$ cat config.mk
export PLATFORM = sky130hd
export DESIGN_NAME = spram_arbiter_flat
export DESIGN_NICKNAME = d
export VERILOG_FILES = /design/src/rtl/spram_arbiter_if.sv /design/src/rtl/spram_arbiter.sv /design/src/flat_wrapper.sv
export SDC_FILE = /design/constraint.sdc
export NUM_CORES = 1
export LEC_CHECK = 0
export CELL_PAD_IN_SITES_DETAIL_PLACEMENT = 1
export CELL_PAD_IN_SITES_GLOBAL_PLACEMENT = 1
export CORE_ASPECT_RATIO = 1.2
export CORE_MARGIN = 2
export CORE_UTILIZATION = 10
export DETAILED_ROUTE_END_ITERATION = 6
export PLACE_DENSITY = 0.95
export SYNTH_ARGS = -nofsm -noshare
export SYNTH_HDL_FRONTEND = slang
export SYNTH_SLANG_ARGS = --single-unit
export TNS_END_PERCENT = 20
$ cat constraint.sdc
create_clock -name clk -period 2 [get_ports clk]
set_input_delay 0.4 -clock clk [delete_from_list [all_inputs] [get_ports clk]]
set_output_delay 0.4 -clock clk [all_outputs]
set_load 0.02 [all_outputs]
$ cat src/rtl/spram_arbiter_if.sv
// Bundle of the two pipelined-Wishbone requester ports that share the RAM.
// Index 0 and 1 of each member belong to port 0 and port 1 respectively.
interface spram_arbiter_if;
    logic [1:0]       cyc;
    logic [1:0]       stb;
    logic [1:0]       we;
    logic [1:0][3:0]  sel;
    logic [1:0][31:0] adr;
    logic [1:0][31:0] wdat;
    logic [1:0][31:0] rdat;
    logic [1:0]       ack;
    logic [1:0]       stall;

    modport master (
        output cyc, stb, we, sel, adr, wdat,
        input  rdat, ack, stall
    );

    modport slave (
        input  cyc, stb, we, sel, adr, wdat,
        output rdat, ack, stall
    );
endinterface

$ cat src/rtl/spram_arbiter.sv
// Shares one single-port synchronous RAM between two pipelined-Wishbone ports.
// Define SPRAM_ARB_RR_EN for round-robin contention; otherwise port 0 has fixed priority.
module spram_arbiter #(
    parameter int size       = 'h80,
    parameter int addr_width = $clog2(size) - 2
) (
    input  logic                  clk,
    input  logic                  rst,
    spram_arbiter_if.slave        bus,
    output logic [addr_width-1:0] ram_addr,
    output logic                  ram_ce,
    output logic [3:0]            ram_we,
    output logic [31:0]           ram_d,
    input  logic [31:0]           ram_q
);
    logic [1:0] req;
    logic [1:0] grant;
    logic [1:0] ack_reg;
    logic       gsel;

    genvar gi;
    generate
        for (gi = 0; gi < 2; gi++) begin : g_port
            // Requests are masked during reset so the RAM is never enabled then.
            assign req[gi]       = bus.cyc[gi] & bus.stb[gi] & ~rst;
            assign bus.stall[gi] = bus.cyc[gi] & bus.stb[gi] & ~grant[gi];
            assign bus.ack[gi]   = ack_reg[gi] & bus.cyc[gi];
            assign bus.rdat[gi]  = ram_q;
        end
    endgenerate

`ifdef SPRAM_ARB_RR_EN
    logic last_reg;

    always_comb begin
        grant[0] = req[0] & (~req[1] | last_reg);
        grant[1] = req[1] & ~grant[0];
    end

    // last_reg remembers which port won most recently; reset to 1 so port 0 wins first.
    always_ff @(posedge clk or posedge rst) begin
        if (rst) begin
            last_reg <= 1'b1;
        end else if (|grant) begin
            last_reg <= grant[1];
        end
    end
`else
    always_comb begin
        grant[0] = req[0];
        grant[1] = req[1] & ~req[0];
    end
`endif

    assign gsel     = grant[1];
    assign ram_ce   = |grant;
    assign ram_addr = bus.adr[gsel][addr_width+1:2];
    assign ram_we   = ram_ce ? (bus.sel[gsel] & {4{bus.we[gsel]}}) : 4'b0000;
    assign ram_d    = bus.wdat[gsel];

    always_ff @(posedge clk or posedge rst) begin
        if (rst) begin
            ack_reg <= 2'b00;
        end else begin
            ack_reg <= grant;
        end
    end
endmodule
$ cat src/flat_wrapper.sv
// flat-port wrapper written by rule: the top's interface ports become plain ports
module spram_arbiter_flat 
#(
    parameter int size       = 'h80,
    parameter int addr_width = $clog2(size) - 2
)
  (clk, rst, ram_addr, ram_ce, ram_we, ram_d, ram_q, bus_cyc, bus_stb, bus_we, bus_sel, bus_adr, bus_wdat, bus_rdat, bus_ack, bus_stall);
  spram_arbiter_if bus_i ();
  input  logic clk;
  input  logic rst;
  output logic [addr_width-1:0] ram_addr;
  output logic ram_ce;
  output logic [3:0] ram_we;
  output logic [31:0] ram_d;
  input  logic [31:0] ram_q;
  input wire logic [$bits(bus_i.cyc)-1:0] bus_cyc;
  input wire logic [$bits(bus_i.stb)-1:0] bus_stb;
  input wire logic [$bits(bus_i.we)-1:0] bus_we;
  input wire logic [$bits(bus_i.sel)-1:0] bus_sel;
  input wire logic [$bits(bus_i.adr)-1:0] bus_adr;
  input wire logic [$bits(bus_i.wdat)-1:0] bus_wdat;
  output wire logic [$bits(bus_i.rdat)-1:0] bus_rdat;
  output wire logic [$bits(bus_i.ack)-1:0] bus_ack;
  output wire logic [$bits(bus_i.stall)-1:0] bus_stall;
  assign bus_i.cyc = bus_cyc;
  assign bus_i.stb = bus_stb;
  assign bus_i.we = bus_we;
  assign bus_i.sel = bus_sel;
  assign bus_i.adr = bus_adr;
  assign bus_i.wdat = bus_wdat;
  assign bus_rdat = bus_i.rdat;
  assign bus_ack = bus_i.ack;
  assign bus_stall = bus_i.stall;
  spram_arbiter #(.size(size), .addr_width(addr_width)) u_core (.clk(clk), .rst(rst), .bus(bus_i), .ram_addr(ram_addr), .ram_ce(ram_ce), .ram_we(ram_we), .ram_d(ram_d), .ram_q(ram_q));
endmodule
==> results.ini, run 1 <==
[logic_synthesis]
synth_seq_cells=2
synth_warnings=0
netlist_top_cells_count=64 x buf_4, 29 x mux2_2, 8 x mux2_4
synth_xor_area_frac=0
postSynthAreaPerCell_um2=8.68
synth_most_common_cell=buf_4
synth_top_area_cell=buf_4
synth_compound_area_frac=0.0516
async_flop_share=1.00
netlist-cell-type-count=18
synth-edff-count=0
seq_area_frac_synth=0.0430
syn_inst=134
synth_top_area_frac=0.413
synth-simple-area-share=0.0742
ys.flop_type=dfrtp_1
netlist_area_um2=1160
synth_area_leaders=buf_4 41%, mux2_2 28%, mux2_4 10%, dfrtp_1 4.3%, o211ai_1 2.6%
synth_top_family_by_area=buffers and inverters
synthesis.nets=310
synthAdderAreaFrac=0
synth_mux_area_frac=0.384

[clock_network]
cts_tree=done
ctsHtreeMaxLevel=1
cts_buffers=3
clockBufferDepth=2
root_buffer=clkbuf_16
clk_pin_slew_ps=30
clock-sinks=2

[pwr]
p_sw_frac=0.282
p_seq_frac=0.053
power.switching_mw=0.230
power_density_nw_per_um2=355
p_int_mw=0.584
p_clk_frac=0.365
comb_power_share=0.582
p_total_mw=0.813
ir_worst_vdd_uv=149
p_leak_nw=0.994

[timing]
fin_crit_sh=0.974
finalMaxSlewViolations=0
fmax_ghz=0.513
grt_setup_unrepaired=true
finalWorstSetupSlack_ps=52.4
finalSetupViolCount=0
hold_viol=0
final.min_clock_period_ps=1950
max_slew_margin=0.859
tightest_slew_ps=211

[cells_and_area]
largest_reg_flops=2
insertedDiodeCount=0
layout-drive-gt1-share=0.468
stdcell_area_um2=2290
area_growth_pct=96.8
finalNonFillerCells=375
layout.nets=396

[floorplanning]
start_util=0.102
placementRows=43
die-height_um=122
die_w_um=102
core_um2=11500
ios=286
dieArea_um2=12500

[global_route]
grt_pass1_vias=1414
grt_max_degree=14
overflow=0
grt_first_pass_wirelength_mm=7.85
grt_usage=0.0864
antenna_found_initial=0

[drt]
num_vias=1232
drt_iter0_markers=13
ant_nets=0
wl_per_cell_um=15.4
wl_met1_mm=1.76
routed_wl_mm=5.77
dr.pass1.iters=3
via_per_inst=3.29
routed.top_layer=met4
dr_wl_met3_um=513
wl_met2_mm=3.20
drc_errors=0

[setup_path]
cp.arrival_ps=1550
cp-start-kind=primary input
path_max_fanout=10
crit_path_end_kind=output pin
cp.required_ps=1600
path_class=primary input to output pin

[placed_design]
dp_cells=368
gp_congestion=0.623
post-place-ws_ps=-743
port_buffers=135
dp_hpwl_mm=4.68
placed_cell_area_um2=2290

[run_status]
outcome=complete, no violations

[flow_run]
drv_cap=0

[min_path]
min_path_type=primary input to asynchronous set/reset pin

## repair_timing
action,4_1_cts,5_1_grt
endpoints found under the setup margin,46,9
gates cloned,2,0
resized for setup,198,16
pin swaps,3,3
buffers inserted,3,0
hold buffers,0,0
## cells by family (layout without fill, tap and decap cells)
logic type / Yosys count / in the layout
muxes: 37 / 37
and+or+nand+nor: 15 / 15
DFF: 2 / 2
AOI/OAI and AO/OA: 10 / 10
buffers and inverters: 70 / 154
## metal layers
| metal | track usage | vias up |
|---|---|---|
| met4 | 0.0542 | 0 |
| met5 | 0 | - |
| met3 | 0.0189 | 37 |
| met1 | 0.0733 | 544 |
| li1 | - | 559 |
| met2 | 0.174 | 92 |
## final timing paths
| path | from | endpoint | slack (ps) | cells past startpoint |
|---|---|---|---|---|
| min in group clk | rst | u_core.ack_reg[0] | 450 | 3 |
| setup / recovery | bus_stb[1] | ram_d[20] | 50 | 6 |
| max in group asynchronous | rst | u_core.ack_reg[1] | 1620 | 4 |
| hold / removal | rst | u_core.ack_reg[0] | 280 | 4 |
## critical path: stages
cell,delay [ps]
buf_2,100
and3b_2,250
nand2_8,120
buf_8,150
mux2_2,340
buf_2,170
## through the flow
step	TNS [ps]	util	hold WS (ps)
after floorplan	0	-	155
after global placement	-28890	0.199	800
after detailed placement	-29860	0.199	800
after CTS	-15.5	0.198	282
after global routing	-4.08	0.200	296
final	0	0.200	285
## final cells by class
type | instances | area, um2
Clock buffer | 3 | 75.1
Fill cell | 1381 | 9170
Inverter | 2 | 7.51
Multi-Input combinational cell | 62 | 624
Sequential cell | 2 | 50.0
Tap cell | 157 | 196
Timing Repair Buffer | 149 | 1340
## cells in the final DEF (no fill, tap or decap), types with 4 or more instances in the layout
cell,instances
clkdlybuf4s50_1,86
buf_2,35
mux2_2,25
mux2_4,12
buf_4,12
buf_6,8
nand3_1,4
o211ai_1,4
a21oi_1,4
## power groups by stage
stage                     clock network, mW  logic (mW)  registers, mW
after floorplan                           0       0.361         0.0428
after global placement                    0       0.487         0.0430
after detailed placement                  0       0.499         0.0433
after CTS                             0.305       0.470         0.0429
after global routing                  0.312       0.500         0.0429
final                                 0.297       0.474         0.0428
Note: power is estimated with default switching activity, not from simulation.
==> run 2: changes to the inputs <==
- CORE_ASPECT_RATIO: 1.2 -> not set
- clock period: 2 -> 2.25 ns (I/O delays scaled with it)
==> run 2 against run 1 <==
  * Combinational power about the same
  * Total power down 4.2%
  * Die area about the same
  * First-iteration DRC count up 77%
  * Utilization up 2.3 points
  * Final cell count down 3.2%
  * Critical path depth up 1
  * Sequential share of layout area down 0.21 points
  * Non-clock buffer count up 2
  * Critical path type unchanged
  * Largest cell class unchanged
  * Largest power group unchanged
==> results.ini, run 2 (same netlist as run 1, synthesis figures left out) <==
[placed_design]
gp_congestion=0.849  ; was 0.623
port_buffers=135  ; unchanged
placed_cell_area_um2=2270  ; was 2290 um2
dp_hpwl_mm=4.26  ; was 4.68 mm

[drt]
dr_wl_met3_um=402  ; was 513 um
via_per_inst=3.44  ; was 3.29
dr.pass1.iters=4  ; was 3
wl_met2_mm=3.34  ; was 3.20 mm
routed.top_layer=met4  ; unchanged
wl_met1_mm=1.82  ; was 1.76 mm
drt_iter0_markers=23  ; was 13
ant_nets=0  ; unchanged
num_vias=1248  ; was 1232
routed_wl_mm=5.61  ; was 5.77 mm
wl_per_cell_um=15.5  ; was 15.4 um
drc_errors=0  ; unchanged

[run_status]
outcome=complete, no violations  ; unchanged

[flow_run]
drv_cap=0  ; unchanged

[timing]
whs_ps=434  ; was 285 ps
max_slew_margin=0.856  ; was 0.859
tightest_slew_ps=216  ; was 211 ps
fin_crit_sh=0.979
final.min_clock_period_ps=2200
finalSetupTns_ps=0  ; unchanged
hold_viol=0  ; unchanged
fmax_ghz=0.454
finalSetupViolCount=0  ; unchanged
grt_setup_unrepaired=false  ; was true
finalMaxSlewViolations=0  ; unchanged

[cells_and_area]
area_growth_pct=118  ; was 96.8%
seq_area_um2=50.0  ; unchanged
fill_cells=1337  ; was 1381
layout_common_cells=87 x clkdlybuf4s50_1, 28 x mux2_4, 23 x buf_6  ; was 86 x clkdlybuf4s50_1, 35 x buf_2, 25 x mux2_2
layout.nets=398  ; was 396
insertedDiodeCount=0  ; unchanged
final_common_cell=clkdlybuf4s50_1  ; unchanged
final_core_utilization=0.223  ; was 0.200
stdcell_area_um2=2540  ; was 2290 um2
largest_reg_flops=2  ; unchanged
layout-drive-gt1-share=0.441  ; was 0.468
multiInputGateArea_um2=676  ; was 624 um2

[setup_path]
slowest_delay_ps=310  ; was 340 ps
crit_top_cell=buf_6  ; was buf_2
path_class=primary input to output pin  ; unchanged
crit_chain=clkdlybuf4s15_1 > and3b_2 > nand2_4 > buf_6 > buf_16 > mux2_4 > buf_6  ; was buf_2 > and3b_2 > nand2_8 > buf_8 > mux2_2 > buf_2
cp.arrival_ps=1750  ; was 1550 ps
cp_slowest_cell=mux2_4  ; was mux2_2
cp-start-kind=primary input  ; unchanged
crit_path_end_kind=output pin  ; unchanged
path_max_fanout=7  ; was 10
cp.required_ps=1800  ; was 1600 ps

[global_route]
grt_max_degree=11  ; was 14
overflow=0  ; unchanged
grt_pass1_vias=1495  ; was 1414
grt_first_pass_wirelength_mm=8.31  ; was 7.85 mm
grt_usage=0.0852  ; was 0.0864
antenna_found_initial=0  ; unchanged

[clock_network]
root_buffer=clkbuf_16  ; unchanged
clock-sinks=2  ; unchanged
cts_buffers=3  ; unchanged
cts_tree=done  ; unchanged
cts_hold_buf=0  ; unchanged
clockBufferDepth=2  ; unchanged
ctsHtreeMaxLevel=1  ; unchanged
clk_pin_slew_ps=30  ; about the same

[pwr]
power_density_nw_per_um2=307  ; was 355 nW/um2
p_leak_nw=1.15  ; was 0.994 nW
ir_worst_vdd_uv=314  ; was 149 uV

[floorplanning]
die-height_um=112  ; was 122 um
die_w_um=112  ; was 102 um
core_um2=11400  ; was 11500 um2
placementRows=39  ; was 43
start_util=0.102  ; about the same
ios=286  ; unchanged
dieArea_um2=12500  ; about the same

[min_path]
min_path_type=primary input to asynchronous set/reset pin  ; unchanged

## run 2: through the flow
| stage | std cells | setup slack, ps | power, mW |
|---|---|---|---|
| finish | 363 | 46.4 | 0.779 |
| global route | 363 | 1.50 | 0.816 |
| CTS | 363 | 3.72 | 0.787 |
| detailed placement | 354 | -578 | 0.479 |
| global placement | 354 | -593 | 0.468 |
| floorplan | 134 | 402 | 0.359 |
## run 2: repair_timing
| action | CTS | global route |
|---|---|---|
| pin swaps | 3 | 2 |
| setup endpoints to repair | 44 | 30 |
| setup buffers | 3 | 0 |
| resized for setup | 222 | 3 |
| gates cloned | 3 | 0 |
## run 2: per-layer routing
layer  track usage  up-vias
li1              -      566
met1        0.0809      593
met2         0.178       76
met3        0.0229       13
met4        0.0189        0
met5             0        -
## run 2: power breakdown
| group | internal (mW) | leakage (nW) | switching (mW) | total [mW] |
|---|---|---|---|---|
| Combinational | 0.301 | 1.09 | 0.173 | 0.474 |
| Clock | 0.226 | 0.0370 | 0.0407 | 0.267 |
| Sequential | 0.0376 | 0.0270 | 0.000280 | 0.0378 |
| Total | 0.565 | 1.15 | 0.214 | 0.779 |
## run 2: path summary, 6_finish.rpt
path                       depth (start not counted)  from  slack [ps]           endpoint
min                                                4   rst         430  u_core.ack_reg[0]
max                                                7   rst          50          ram_d[12]
min in group clk                                   3   rst         610  u_core.ack_reg[0]
max in group asynchronous                          4   rst        1720  u_core.ack_reg[1]
## run 2: final cells by class
cell class,instances,share of cell area
Timing Repair Buffer,151,0.611
Multi-Input combinational cell,62,0.266
Tap cell,143,0.0705
Clock buffer,3,0.0296
Sequential cell,2,0.0197
Inverter,2,0.00296
## run 2: worst max-delay path: cells and delay by family
kind / cells / cell delay (ps)
AND/OR/NAND/NOR: 2 / 380
buffers and inverters: 4 / 610
multiplexers: 1 / 310
==> run 3: changes to the inputs <==
- ABC_AREA: not set -> 1
- CTS_BUF_LIST: not set -> sky130_fd_sc_hd__clkbuf_4 sky130_fd_sc_hd__clkbuf_8
==> run 3 against run 2 <==
  * Synthesized cell count rose by 69%
  * Sequential power barely moved
  * Utilization fell by 2.4 points
  * First-iteration DRC count rose by 26%
==> results.ini, run 3 <==
[timing]
finalSetupTns_ps=0  ; unchanged
finalMaxSlewViolations=0  ; unchanged
fin_crit_sh=0.957  ; was 0.979
tightest_slew_ps=211  ; was 216 ps
grt_setup_unrepaired=false  ; unchanged
max_slew_margin=0.859  ; was 0.856
fmax_ghz=0.464  ; was 0.454 GHz
hold_viol=0  ; unchanged
final.min_clock_period_ps=2150  ; was 2200 ps
finalSetupViolCount=0  ; unchanged

[logic_synthesis]
synth-edff-count=0  ; unchanged
synth_warnings=0  ; unchanged
seq_area_frac_synth=0.0424  ; was 0.0430
synth_top_area_frac=0.407  ; was 0.413
synth_top_area_cell=buf_4  ; unchanged
ys.flop_type=dfrtp_1  ; unchanged
synth_most_common_cell=nand2_1  ; was buf_4
netlist_area_um2=1180  ; was 1160 um2
async_flop_share=1.00  ; unchanged
synth_area_leaders=buf_4 41%, nand2_1 40%, dfrtp_1 4.2%, inv_1 3.5%, nand3_1 2.1%  ; was buf_4 41%, mux2_2 28%, mux2_4 10%, dfrtp_1 4.3%, o211ai_1 2.6%
synthesis.nets=403  ; was 310
postSynthAreaPerCell_um2=5.20  ; was 8.68 um2
syn_inst=227  ; was 134
netlist_top_cells_count=126 x nand2_1, 64 x buf_4, 11 x inv_1, 6 x nor2_1, 5 x nand3_1  ; was 64 x buf_4, 29 x mux2_2, 8 x mux2_4
netlist-cell-type-count=14  ; was 18
synth_seq_cells=2  ; unchanged

[placed_design]
gp_congestion=0.704  ; was 0.849
dp_hpwl_mm=4.74  ; was 4.26 mm
dp_cells=445  ; was 354
port_buffers=135  ; unchanged
placed_cell_area_um2=2290  ; was 2270 um2

[global_route]
grt_max_degree=19  ; was 11
grt_usage=0.0826  ; was 0.0852
grt_first_pass_wirelength_mm=8.36  ; was 8.31 mm
grt_pass1_vias=1668  ; was 1495
overflow=0  ; unchanged
antenna_found_initial=0  ; unchanged

[drt]
drc_errors=0  ; unchanged
routed.top_layer=met4  ; unchanged
wl_per_cell_um=12.5  ; was 15.5 um
wl_met2_mm=3.14  ; was 3.34 mm
num_vias=1577  ; was 1248
wl_met1_mm=1.66  ; was 1.82 mm
routed_wl_mm=5.60  ; was 5.61 mm
dr_wl_met3_um=541  ; was 402 um
drt_iter0_markers=29  ; was 23
via_per_inst=3.51  ; was 3.44
ant_nets=0  ; unchanged
dr.pass1.iters=4  ; unchanged

[cells_and_area]
insertedDiodeCount=0  ; unchanged
fill_cells=1433  ; was 1337
seq_area_um2=50.0  ; unchanged
final_common_cell=nand2_1  ; was clkdlybuf4s50_1
final_core_utilization=0.200  ; was 0.223
largest_reg_flops=2  ; unchanged
layout.nets=484  ; was 398
finalNonFillerCells=449  ; was 363
layout_common_cells=124 x nand2_1, 86 x clkdlybuf4s50_1, 15 x clkdlybuf4s15_2  ; was 87 x clkdlybuf4s50_1, 28 x mux2_4, 23 x buf_6
stdcell_area_um2=2290  ; was 2540 um2
area_growth_pct=94.0  ; was 118%
multiInputGateArea_um2=559  ; was 676 um2
layout-drive-gt1-share=0.206  ; was 0.441

[floorplanning]
dieArea_um2=12700  ; was 12500 um2
placementRows=39  ; unchanged
die-height_um=113  ; was 112 um
start_util=0.103  ; was 0.102
ios=286  ; unchanged
core_um2=11500  ; was 11400 um2
die_w_um=113  ; was 112 um

[setup_path]
cp_slowest_cell=bufbuf_16  ; was mux2_4
cp.required_ps=1800  ; about the same
crit_top_cell=nand2_1  ; was buf_6
cp-start-kind=primary input  ; unchanged
crit_path_end_kind=output pin  ; unchanged
path_class=primary input to output pin  ; unchanged
path_max_fanout=10  ; was 7
crit_chain=dlygate4sd2_1 > nand2_2 > nor2_4 > nand2_4 > inv_6 > bufbuf_16 > nand2_1 > nand2_1 > buf_2  ; was clkdlybuf4s15_1 > and3b_2 > nand2_4 > buf_6 > buf_16 > mux2_4 > buf_6
slowest_delay_ps=270  ; was 310 ps
cp.arrival_ps=1700  ; was 1750 ps

[clock_network]
clockBufferDepth=2  ; unchanged
cts_hold_buf=0  ; unchanged
cts_tree=done  ; unchanged
cts_setup_buffers=0  ; was 3
root_buffer=clkbuf_8  ; was clkbuf_16
clk_pin_slew_ps=30  ; about the same
cts_buffers=3  ; unchanged
ctsHtreeMaxLevel=1  ; unchanged
clock-sinks=2  ; unchanged

[min_path]
min_path_type=primary input to asynchronous set/reset pin  ; unchanged

[pwr]
power_density_nw_per_um2=263  ; was 307 nW/um2
p_leak_nw=1.17  ; was 1.15 nW
ir_worst_vdd_uv=103  ; was 314 uV

[run_status]
outcome=complete, no violations  ; unchanged

[flow_run]
drv_cap=0  ; unchanged

==> run 3: cell types whose count changed in the layout (fill, tap and decap cells not counted), moves of 9 or more <==
cell,before,now
nand2_1,0,124
mux2_4,28,0
clkbuf_2,0,11
buf_6,23,0
mux2_2,9,0
inv_1,2,11
==> run 3: final cells by class <==
class / count / area share
Timing Repair Buffer: 148 / 0.616
Multi-Input combinational cell: 141 / 0.244
Tap cell: 143 / 0.0782
Sequential cell: 2 / 0.0219
Inverter: 12 / 0.0219
Clock buffer: 3 / 0.0180
==> run 3: timing repair <==
action,4_1_cts,5_1_grt
pin swaps,4,1
resized for setup,141,19
setup endpoints to repair,44,35
cloned,1,0
==> run 3: per-stage QoR <==
step / total power [mW] / setup WS, ps / hold WS (ps)
after floorplan: 0.357 / 482 / 216
after global placement: 0.482 / -494 / 855
after detailed placement: 0.494 / -542 / 900
after CTS: 0.617 / 25.9 / 465
after global routing: 0.644 / 9.07 / 491
final: 0.602 / 96.3 / 462
==> run 3: worst max-delay path: cells and delay by family <==
kind                   cells  cell delay, ps
buffers and inverters      4             780
and+or+nand+nor            5             470
==> run 3: final timing paths <==
path,start,to,slack (ps),cells after the start
worst min-delay path,rst,u_core.ack_reg[0],460,3
min in group clk,bus_stb[0],u_core.ack_reg[0],760,6
worst max-delay path,bus_stb[1],ram_d[31],100,9
max in group asynchronous,rst,u_core.ack_reg[1],1690,3
==> run 3: report_power, final <==
| group | leakage (nW) | internal (mW) | total [mW] | switching [mW] |
|---|---|---|---|---|
| Combinational | 1.12 | 0.235 | 0.420 | 0.185 |
| Clock | 0.0216 | 0.113 | 0.144 | 0.0305 |
| Sequential | 0.0270 | 0.0376 | 0.0380 | 0.000467 |
==> run 3: kinds of logic after synthesis <==
family                 synth area share
AOI/OAI and AO/OA               0.00424
buffers and inverters             0.488
DFF                              0.0424
and+or+nand+nor                   0.466
==> run 3: routing by layer <==
metal | vias up | GRT usage
met4 | 0 | 0.0455
met2 | 103 | 0.171
met5 | - | 0
met1 | 675 | 0.0707
met3 | 36 | 0.0189
li1 | 763 | -
